### config.mk
export PLATFORM = sky130hd
export DESIGN_NAME = sobel_frame_packer
export DESIGN_NICKNAME = d
export VERILOG_FILES = /design/src/rtl/sobel_pkg.sv /design/src/rtl/sync_fifo.sv /design/src/rtl/sobel_frame_packer.sv
export SDC_FILE = /design/constraint.sdc
export NUM_CORES = 1
export LEC_CHECK = 0
export CELL_PAD_IN_SITES_DETAIL_PLACEMENT = 0
export CELL_PAD_IN_SITES_GLOBAL_PLACEMENT = 1
export CORE_UTILIZATION = 45
export CTS_BUF_LIST = sky130_fd_sc_hd__clkbuf_4 sky130_fd_sc_hd__clkbuf_8 sky130_fd_sc_hd__clkbuf_16
export CTS_CLUSTER_SIZE = 30
export DETAILED_ROUTE_END_ITERATION = 12
export HOLD_SLACK_MARGIN = 0.06
export PLACE_DENSITY_LB_ADDON = 0.1
export REMOVE_ABC_BUFFERS = 1
export SYNTH_ARGS = -nofsm -noshare
export SYNTH_HDL_FRONTEND = slang
export SYNTH_SLANG_ARGS = --single-unit
### constraint.sdc
create_clock -name clk -period 3.7 [get_ports clk]
set_input_delay 0.37 -clock clk [delete_from_list [all_inputs] [get_ports clk]]
set_output_delay 0.37 -clock clk [all_outputs]
set_load 0.05 [all_outputs]
### src/rtl/sobel_pkg.sv
// Shared types and constants for the Sobel output packer.
package sobel_pkg;

    typedef enum logic [1:0] {
        IDLE   = 2'd0,
        HDR_W  = 2'd1,
        HDR_H  = 2'd2,
        PIXELS = 2'd3
    } packer_state_t;

    localparam int unsigned PIXEL_BITS   = 8;
    localparam int unsigned SOBEL_BORDER = 2;
    localparam int unsigned COUNT_BITS   = 16;

endpackage

### src/rtl/sync_fifo.sv
// First-word-fall-through synchronous FIFO; rdata shows the head whenever !empty.
module sync_fifo #(
    parameter int unsigned WIDTH = 8,
    parameter int unsigned DEPTH = 16
) (
    input  logic             clk,
    input  logic             rst,
    input  logic             push,
    input  logic             pop,
    input  logic [WIDTH-1:0] wdata,
    output logic [WIDTH-1:0] rdata,
    output logic             full,
    output logic             empty
);

    localparam int unsigned AW = (DEPTH > 1) ? $clog2(DEPTH) : 1;

    logic [WIDTH-1:0] mem [DEPTH];
    logic [AW-1:0]    wr_ptr;
    logic [AW-1:0]    rd_ptr;
    logic [AW:0]      count;
    logic             do_push;
    logic             do_pop;

    assign full    = (count == (AW+1)'(DEPTH));
    assign empty   = (count == '0);
    assign do_push = push && !full;
    assign do_pop  = pop && !empty;
    assign rdata   = mem[rd_ptr];

    always_ff @(posedge clk or posedge rst) begin
        if (rst) begin
            wr_ptr <= '0;
            rd_ptr <= '0;
            count  <= '0;
        end else begin
            if (do_push) wr_ptr <= wr_ptr + AW'(1);
            if (do_pop)  rd_ptr <= rd_ptr + AW'(1);
            case ({do_push, do_pop})
                2'b10:   count <= count + (AW+1)'(1);
                2'b01:   count <= count - (AW+1)'(1);
                default: count <= count;
            endcase
        end
    end

    // Storage needs no reset; pointers define what is valid.
    always_ff @(posedge clk) begin
        if (do_push) mem[wr_ptr] <= wdata;
    end

endmodule

### src/rtl/sobel_frame_packer.sv
// Buffers Sobel output bytes and streams them behind a (width, height) header
// over valid/ready, pulsing frame_done on the last pixel handshake.
module sobel_frame_packer
    import sobel_pkg::*;
#(
    parameter int unsigned DATA_BITS  = 8,
    parameter int unsigned FIFO_DEPTH = 16
) (
    input  logic                  clk,
    input  logic                  rst,
    input  logic                  cfg_valid,
    input  logic [PIXEL_BITS-1:0] cfg_width,
    input  logic [PIXEL_BITS-1:0] cfg_height,
    input  logic [DATA_BITS-1:0]  data_in,
    input  logic                  valid_in,
    output logic                  ready_in,
    output logic [DATA_BITS-1:0]  data_out,
    output logic                  valid_out,
    input  logic                  ready_out,
    output logic                  busy,
    output logic                  frame_done,
    output logic                  overflow
);

    packer_state_t state_q, state_d;

    logic [PIXEL_BITS-1:0] ow_q, oh_q;
    logic [PIXEL_BITS-1:0] cfg_ow, cfg_oh;
    logic [COUNT_BITS-1:0] total_q, cfg_total;
    logic [COUNT_BITS-1:0] rx_count_q, tx_count_q;
    logic                  out_pix_q;

    logic                  cfg_ok, active, rx_room, push;
    logic                  out_free, hs, pix_hs, last_hs;
    logic                  load_hdr, load_pix;
    logic [DATA_BITS-1:0]  hdr_byte;
    logic [DATA_BITS-1:0]  fifo_rdata;
    logic                  fifo_full, fifo_empty;

    assign cfg_ok    = cfg_valid
                    && (cfg_width  >= PIXEL_BITS'(SOBEL_BORDER + 1))
                    && (cfg_height >= PIXEL_BITS'(SOBEL_BORDER + 1));
    assign cfg_ow    = cfg_width  - PIXEL_BITS'(SOBEL_BORDER);
    assign cfg_oh    = cfg_height - PIXEL_BITS'(SOBEL_BORDER);
    assign cfg_total = COUNT_BITS'(cfg_ow) * COUNT_BITS'(cfg_oh);

    // ready_in depends only on registered state, never on ready_out.
    assign active   = (state_q != IDLE);
    assign rx_room  = (rx_count_q < total_q);
    assign ready_in = active && !fifo_full && rx_room;
    assign push     = valid_in && ready_in;

    // Header bytes may still sit in the output register in PIXELS; out_pix_q
    // keeps them out of the pixel count.
    assign out_free = !valid_out || ready_out;
    assign hs       = valid_out && ready_out;
    assign pix_hs   = hs && out_pix_q;
    assign last_hs  = pix_hs && (tx_count_q == total_q - COUNT_BITS'(1));

    sync_fifo #(
        .WIDTH (DATA_BITS),
        .DEPTH (FIFO_DEPTH)
    ) u_fifo (
        .clk   (clk),
        .rst   (rst),
        .push  (push),
        .pop   (load_pix),
        .wdata (data_in),
        .rdata (fifo_rdata),
        .full  (fifo_full),
        .empty (fifo_empty)
    );

    always_ff @(posedge clk or posedge rst) begin
        if (rst) state_q <= IDLE;
        else     state_q <= state_d;
    end

    // Next state, output-register load selection and frame_done.
    always_comb begin
        state_d    = state_q;
        load_hdr   = 1'b0;
        load_pix   = 1'b0;
        hdr_byte   = '0;
        frame_done = 1'b0;
        case (state_q)
            IDLE: begin
                if (cfg_ok) state_d = HDR_W;
            end
            HDR_W: begin
                if (out_free) begin
                    load_hdr = 1'b1;
                    hdr_byte = DATA_BITS'(ow_q);
                    state_d  = HDR_H;
                end
            end
            HDR_H: begin
                if (out_free) begin
                    load_hdr = 1'b1;
                    hdr_byte = DATA_BITS'(oh_q);
                    state_d  = PIXELS;
                end
            end
            PIXELS: begin
                if (last_hs) begin
                    frame_done = 1'b1;
                    state_d    = IDLE;
                end else if (out_free && !fifo_empty) begin
                    load_pix = 1'b1;
                end
            end
            default: state_d = IDLE;
        endcase
    end

    always_ff @(posedge clk or posedge rst) begin
        if (rst) begin
            ow_q       <= '0;
            oh_q       <= '0;
            total_q    <= '0;
            rx_count_q <= '0;
            tx_count_q <= '0;
            overflow   <= 1'b0;
            busy       <= 1'b0;
            data_out   <= '0;
            valid_out  <= 1'b0;
            out_pix_q  <= 1'b0;
        end else begin
            busy <= (state_d != IDLE);
            if (state_q == IDLE && cfg_ok) begin
                ow_q       <= cfg_ow;
                oh_q       <= cfg_oh;
                total_q    <= cfg_total;
                rx_count_q <= '0;
                tx_count_q <= '0;
                overflow   <= 1'b0;
            end else begin
                if (push)   rx_count_q <= rx_count_q + COUNT_BITS'(1);
                if (pix_hs) tx_count_q <= tx_count_q + COUNT_BITS'(1);
                if (active && valid_in && !ready_in && rx_room) overflow <= 1'b1;
            end

            if (load_hdr) begin
                data_out  <= hdr_byte;
                valid_out <= 1'b1;
                out_pix_q <= 1'b0;
            end else if (load_pix) begin
                data_out  <= fifo_rdata;
                valid_out <= 1'b1;
                out_pix_q <= 1'b1;
            end else if (hs) begin
                valid_out <= 1'b0;
                out_pix_q <= 1'b0;
            end
        end
    end

endmodule

---- After elaboration in Yosys (flattened, before gate mapping) ----
Memory sizes are Yosys's and may differ from the RTL's.
Cells that the tools add are included.
Widths: inputs -> output; s select.
operators by class
  $add $sub $neg .......................... 9
  multiply operators ...................... 1
  div/mod/pow operators ................... 0
  $lt $le $gt $ge ......................... 3
  equal/unequal tests ..................... 7
  shifts and indexed selects .............. 0
  multiplexer cells ....................... 30
  bitwise logic cells ..................... 0
  reduce and logical (&&, ||, !) cells .... 31
operators by type and width
  operator               number
  $mux 16                4
  $add 16x1->16 const B  2
  $mux 8                 4
  $eq 16x16->1           1
  $ge 8x2->1 const B     2
  $lt 16x16->1           1
  $mul 8x8->16           1
  $pmux 8 s2             1
  $sub 16x1->16 const B  1
  $sub 8x2->8 const B    2
  $logic_and 1x1->1      15
  $mux 1                 15
  $reduce_bool 2->1      7
  $pmux 5 s2             1
  $add 4x1->4 const B    2
  $mux 2                 4
  $pmux 2 s4             1
  $eq 2x2->1 const B     3
  $add 5x1->5 const B    1
  $eq 5x5->1 const B     1
  $logic_not 5->1        1
  $sub 5x1->5 const B    1
  $eq 2x1->1 const B     2
  $logic_not 1->1        4
  4 further kinds        4
storage, ports and cells
  flip-flop bits (word level) ............. 91
  latch bits .............................. 0
  memory bits (writable) .................. 128
  ROM bits ................................ 0
  bits of input ports ..................... 29
  output and inout port bits .............. 13
  word-level logic and storage cells ...... 96
  memories kept ........................... 1
memories
  name        depth  width  rd ports  clocked after memory_dff  wr ports  RTL line         source
  u_fifo.mem  16     8      1         0                         1         sync_fifo.sv:18  logic [WIDTH-1:0] mem [DEPTH];

---- Logic depth before layout (Yosys ltp) ----
  depth in word-level cells ............... 9
  depth in mapped cells ................... 22
  depth with buffers taken out ............ 21

---- Cells and area by module ----
From an unflattened synthesis, not the netlist that was laid out.
unflattened totals
  cell total of the unflattened synthesis .. 1,065
  area total of the unflattened synthesis .. 12,336.8 µm²
by module, submodules not included
  module              times used  cells each  area each (µm²)  sequential area each (µm²)
  sobel_frame_packer  1           732         6,540.0          1,951.9
  sync_fifo           1           333         5,796.8          4,169.0

---- Worst setup path after synthesis ----
No wires, ideal clock.
  path kind ............................... input-to-reg
  start point ............................. input port cfg_height[1]
  end point ............................... register total_q[15]
  setup time .............................. 133 ps
  data arrival time ....................... 5,234 ps
  required time ........................... 3,567 ps
  slack ................................... -1,667 ps
  stages .................................. 20
  buffers on the path ..................... 1
  path through ............................ clkbuf_1 > inv_1 > ha_1 > xnor2_1 > nor2_1 > fa_1 > inv_1 > fa_1 > inv_1 > fa_1 > inv_1 > fa_1 > inv_1 > ha_1 > a21boi_0 > o41a_1 > a41o_1 > o41ai_1 > xnor2_1 > o21ai_0
between the ends
  elaborated cells between the ends (all ways) .. 5
  those cells by class .................... 1 x add/sub; 1 x mul; 1 x order compare; 2 x reduce/logical
RTL lines
  element               RTL line                   source
  start, declared       sobel_frame_packer.sv:13   input logic [PIXEL_BITS-1:0] cfg_height,
  $sub 8x2->8           sobel_frame_packer.sv:44   assign cfg_oh = cfg_height - PIXEL_BITS'(SOBEL_BORDER);
  net cfg_oh[1]         sobel_frame_packer.sv:28   logic [PIXEL_BITS-1:0] cfg_ow, cfg_oh;
  $mul 8x8->16          sobel_frame_packer.sv:45   assign cfg_total = COUNT_BITS'(cfg_ow) * COUNT_BITS'(cfg_oh);
  end signal, assigned  sobel_frame_packer.sv:133  total_q <= cfg_total;
  end, declared         sobel_frame_packer.sv:29   logic [COUNT_BITS-1:0] total_q, cfg_total;
The timed path passes the listed nets, and every way through them passes these cells.
A chain may end at the register's enable or synchronous reset.

---- Worst setup path after layout ----
  start point ............................. input port cfg_height[4]
  end point ............................... register total_q[15]
between the ends
  word-level cells in the longest chain between the ends .. 3
  elaborated cells between the ends (all ways) .. 5
  those cells by class .................... 1 x add/sub; 1 x mul; 1 x order compare; 2 x reduce/logical
RTL lines
  element
  parallel branches: the longest is 3 deep, another holds $mul 8x8->16
Parallel ways; which one is timed is not known.

==> impl_metrics.csv <==
group,metric,value,unit
sta,finalSetupViolations,10,
global_routing,grt_use_total,0.211,
sta,setup_slack,-0.900,ns
drt,finalWirelength,28600,um
sta,timing.final.hold_violations,0,
power_and_ir_drop,max-vdd-ir-drop,0.544,mV
floorplanning,core_region_area,27100,um2
sta,timing.final.max_slew_violations,0,
drt,firstDrtPassIters,5,
floorplanning,chipWidth,169,um
floorplanning,floorplan.die.height,169,um
setup_path,path_common_cell,"sky130_fd_sc_hd__fa_1",
drt,residual_drc,0,
synthesis,post_synth_instance_area,12500,um2
floorplanning,floorplan.rows,60,
power_and_ir_drop,design_power_total,11.4,mW
global_routing,first_global_vias,8738,
synthesis,synthArstFlopShare,0.416,
setup_path,critical_path_required,4.10,ns
placed_design,detailed_place_hpwl,20600,um
synthesis,synth_area_leaders,"sky130_fd_sc_hd__edfxtp_1 (31%), sky130_fd_sc_hd__dfrtp_1 (18%), sky130_fd_sc_hd__mux4_2 (7.2%)",
placed_design,place_inst,1553,
cells_and_area,nets,1367,
sta,maxSlewHeadroom,0.426,
clock_tree,clock_tree.buffer_depth,3,
clock_tree,cts_buffers,25,
floorplanning,design.portCount,42,
setup_path,slowest_stage_cell_cp,"sky130_fd_sc_hd__fa_1",
drt,vias,8424,
synthesis,post_synth_num_cell_types,71,
power_and_ir_drop,cell_pwr_density,720,nW/um2
synthesis,yosys_most_used_dff,"sky130_fd_sc_hd__edfxtp_1",
clock_tree,cts.reportedPaths.clkPinSlew,0.06,ns
setup_path,cp_cell_sequence,"buf_6 > or3_4 > nor3_4 > xnor2_2 > or2_4 > fa_1 > fa_1 > inv_1 > fa_1 > inv_2 > fa_1 > inv_2 > ha_4 > a21boi_4 > o41a_1 > a41o_1 > o41ai_2 > xnor2_1 > o21ai_1",
hold_path,timing.hold.worst.class,"input port to flop",
run,timing.max_cap.violations,0,
placed_design,place_congestion,0.851,
synthesis,postSynthCellCount,1052,
global_routing,grt_antenna_before_repair,0,
outcome,status,"finished, violations left",
cells_and_area,layout_cells_excl_fill,1623,
cells_and_area,drive_above_1_share,0.289,
clock_tree,clock_insertion_delay_worst_skew,0.53,ns
sta,max_freq,217,MHz
drt,vias_per_cell,5.19,
setup_path,timing_worst_setup_path_type,"input port to flop",
synthesis,synth_largest_type_area_fraction,0.308,
drt,drt_iter0_drc,422,
synthesis,synth-edff-count,128,
sta,worst_clock_skew,0.0119,ns
synthesis,synth.largest_area_cell,"sky130_fd_sc_hd__edfxtp_1",
setup_path,critPathArrivalTime,5.00,ns
global_routing,grt_max_degree,65,
cells_and_area,layout-area-overhead-vs-synth,26.7,%
drt,detail_route.wl_per_cell,17.6,um
cells_and_area,n_antenna_cell,0,
setup_path,critical_path.max_stage_delay,0.55,ns
clock_tree,total_clock_sinks,219,
sta,layout_min_cycle_time,4.60,ns
sta,grt_setup_unrepaired,"true",
clock_tree,cts.htree.levels,1,
setup_path,cp.buffers_inverters,4,
outcome,violations_in_the_final_reports,"setup timing",
setup_path,critPathMaxFanout,2,
synthesis,synth-seq-cells,219,
sta,max_slew.worst_pin.slew,0.855,ns
setup_path,setup.worst_path.end_class,"flop",
synthesis,post_synthesis_average_cell_area,11.9,um2
clock_tree,tritoncts,"yes",
clock_tree,cts_hold_buffers,0,
setup_path,crit_family,"adder cells",
synthesis,share_of_the_yosys_chip_area_belonging_to_registers,0.490,
floorplanning,dieArea,28400,um2
global_routing,grt_first_pass_wirelength,47100,um
setup_path,start_kind,"input port",
sta,final_min_period_over_clock_period,1.24,
placed_design,numPortBuffers,41,
synthesis,synthesis.yosys.warnings,0,
drt,ant_nets,0,
clock_tree,clock-root-buffer,"sky130_fd_sc_hd__clkbuf_16",
floorplanning,floorplan.initialDensity,0.461,
power_and_ir_drop,static-leakage-power,6.62,nW
global_routing,globalRoute.totalOverflow,0,
## worst min-delay path, stage by stage
cell and delay (ns):
sky130_fd_sc_hd__buf_2 0.15, sky130_fd_sc_hd__buf_4 0.16, sky130_fd_sc_hd__o21ai_0 0.09
## cell usage in the layout (no fill, tap or decap), types with 12 or more instances in the layout
| master | Yosys | layout |
|---|---|---|
| sky130_fd_sc_hd__nand3_1 | 25 | 25 |
| sky130_fd_sc_hd__inv_1 | 99 | 84 |
| sky130_fd_sc_hd__edfxtp_1 | 128 | 128 |
| sky130_fd_sc_hd__nand2b_1 | 12 | 12 |
| sky130_fd_sc_hd__inv_2 | 0 | 12 |
| sky130_fd_sc_hd__clkbuf_16 | 0 | 25 |
| sky130_fd_sc_hd__nor3_1 | 24 | 20 |
| sky130_fd_sc_hd__nand2_1 | 94 | 93 |
| sky130_fd_sc_hd__fa_1 | 37 | 31 |
| sky130_fd_sc_hd__o21ai_1 | 1 | 12 |
| sky130_fd_sc_hd__xnor2_1 | 36 | 27 |
| sky130_fd_sc_hd__ha_1 | 69 | 54 |
| sky130_fd_sc_hd__buf_4 | 0 | 143 |
| sky130_fd_sc_hd__a21oi_1 | 21 | 16 |
| sky130_fd_sc_hd__and3_1 | 18 | 18 |
| sky130_fd_sc_hd__mux4_2 | 40 | 40 |
| sky130_fd_sc_hd__clkdlybuf4s50_1 | 0 | 26 |
| sky130_fd_sc_hd__buf_6 | 2 | 14 |
| sky130_fd_sc_hd__o21ai_0 | 42 | 27 |
| sky130_fd_sc_hd__xor2_1 | 32 | 28 |
| sky130_fd_sc_hd__dfrtp_1 | 91 | 90 |
| sky130_fd_sc_hd__nor2_1 | 81 | 76 |
| sky130_fd_sc_hd__ha_4 | 0 | 12 |
## flip-flops by register name, indices dropped and copies added, names as in the netlist, 2 cells and up
name,cells
data_out,8
oh_q,8
ow_q,8
rx_count_q,16
state_q,2
total_q,16
tx_count_q,16
u_fifo.count,5
u_fifo.mem,128
u_fifo.rd_ptr,4
u_fifo.wr_ptr,4
## report_power, final
group	total, mW	switching [mW]	internal, mW	leakage, nW
Clock	2.58	0.983	1.60	0.434
Combinational	5.47	2.83	2.64	3.85
Sequential	3.34	0.323	3.02	2.33
Total	11.4	4.13	7.26	6.62
## metal layers
layer,share of wire,track usage
met5,0,0
met4,0.022,0.0553
met3,0.023,0.0250
met2,0.50,0.366
met1,0.45,0.282
## path summary, 6_finish.rpt
kind	depth (start not counted)	start	slack (ns)	end
setup reg to reg	20	total_q[0]	-0.10	u_fifo.count[4]
hold reg to reg	2	ow_q[0]	0.48	ow_q[0]
min in group asynchronous	2	rst	0.32	rx_count_q[4]
hold / removal	3	cfg_width[1]	0.30	ow_q[1]
max in group asynchronous	3	rst	2.59	total_q[9]
setup / recovery	19	cfg_height[4]	-0.90	total_q[15]
## metrics by stage
step / hold WS, ns / instance area (um2) / worst slack (ns) / util / TNS [ns]
2_1_floorplan: 0.446 / 12300 / -1.64 / - / -12.58
3_3_place_gp: 0.464 / 14200 / -2.10 / 0.525 / -19.40
3_5_place_dp: 0.464 / 14200 / -2.16 / 0.525 / -19.94
4_1_cts: 0.333 / 15700 / -0.895 / 0.580 / -5.45
5_1_grt: 0.296 / 15800 / -1.06 / 0.584 / -7.66
6_report: 0.296 / 15800 / -0.900 / 0.584 / -5.74
## cell type report
type                       instances  area, um2
clock buffer                      35        732
timing repair buffer             199       1660
fill                            2234      11300
tap                              372        465
inverter                          99        379
sequential                       219       6120
clock inverter                    11        148
multi-input combinational        688       6320
## logic make-up after synthesis
kind of cell,synth area share
muxes,0.0797
adders and majority gates,0.128
DFF,0.490
and+or+nand+nor,0.131
xor gates and xnor gates,0.0477
buffers and inverters,0.0450
AOI/OAI and AO/OA,0.0777
## synthesized netlist by cell type (5+ instances only)
cell type	n
sky130_fd_sc_hd__a22oi_1	8
sky130_fd_sc_hd__a21oi_1	21
sky130_fd_sc_hd__o21ai_0	42
sky130_fd_sc_hd__nand2_1	94
sky130_fd_sc_hd__inv_1	99
sky130_fd_sc_hd__o41ai_1	5
sky130_fd_sc_hd__edfxtp_1	128
sky130_fd_sc_hd__mux2i_1	6
sky130_fd_sc_hd__mux4_2	40
sky130_fd_sc_hd__nor2_1	81
sky130_fd_sc_hd__nor3_1	24
sky130_fd_sc_hd__nor2b_1	11
sky130_fd_sc_hd__clkbuf_1	35
sky130_fd_sc_hd__a311o_1	8
sky130_fd_sc_hd__dfrtp_1	91
sky130_fd_sc_hd__xor2_1	32
sky130_fd_sc_hd__and2_1	5
sky130_fd_sc_hd__nand3_1	25
sky130_fd_sc_hd__nand2b_1	12
sky130_fd_sc_hd__ha_1	69
sky130_fd_sc_hd__fa_1	37
sky130_fd_sc_hd__o31ai_1	11
sky130_fd_sc_hd__or2_2	12
sky130_fd_sc_hd__xnor2_1	36
sky130_fd_sc_hd__or4_1	10
sky130_fd_sc_hd__buf_1	7
sky130_fd_sc_hd__a21o_1	9
sky130_fd_sc_hd__and3_1	18
sky130_fd_sc_hd__nand4_1	7
sky130_fd_sc_hd__a211oi_1	5
## timing repair
action,CTS,global route
pin swaps,74,35
gates resized for setup,126,39
setup endpoints to repair,17,14
buffers inserted,21,8
Note: power is estimated with default switching activity, not from simulation.
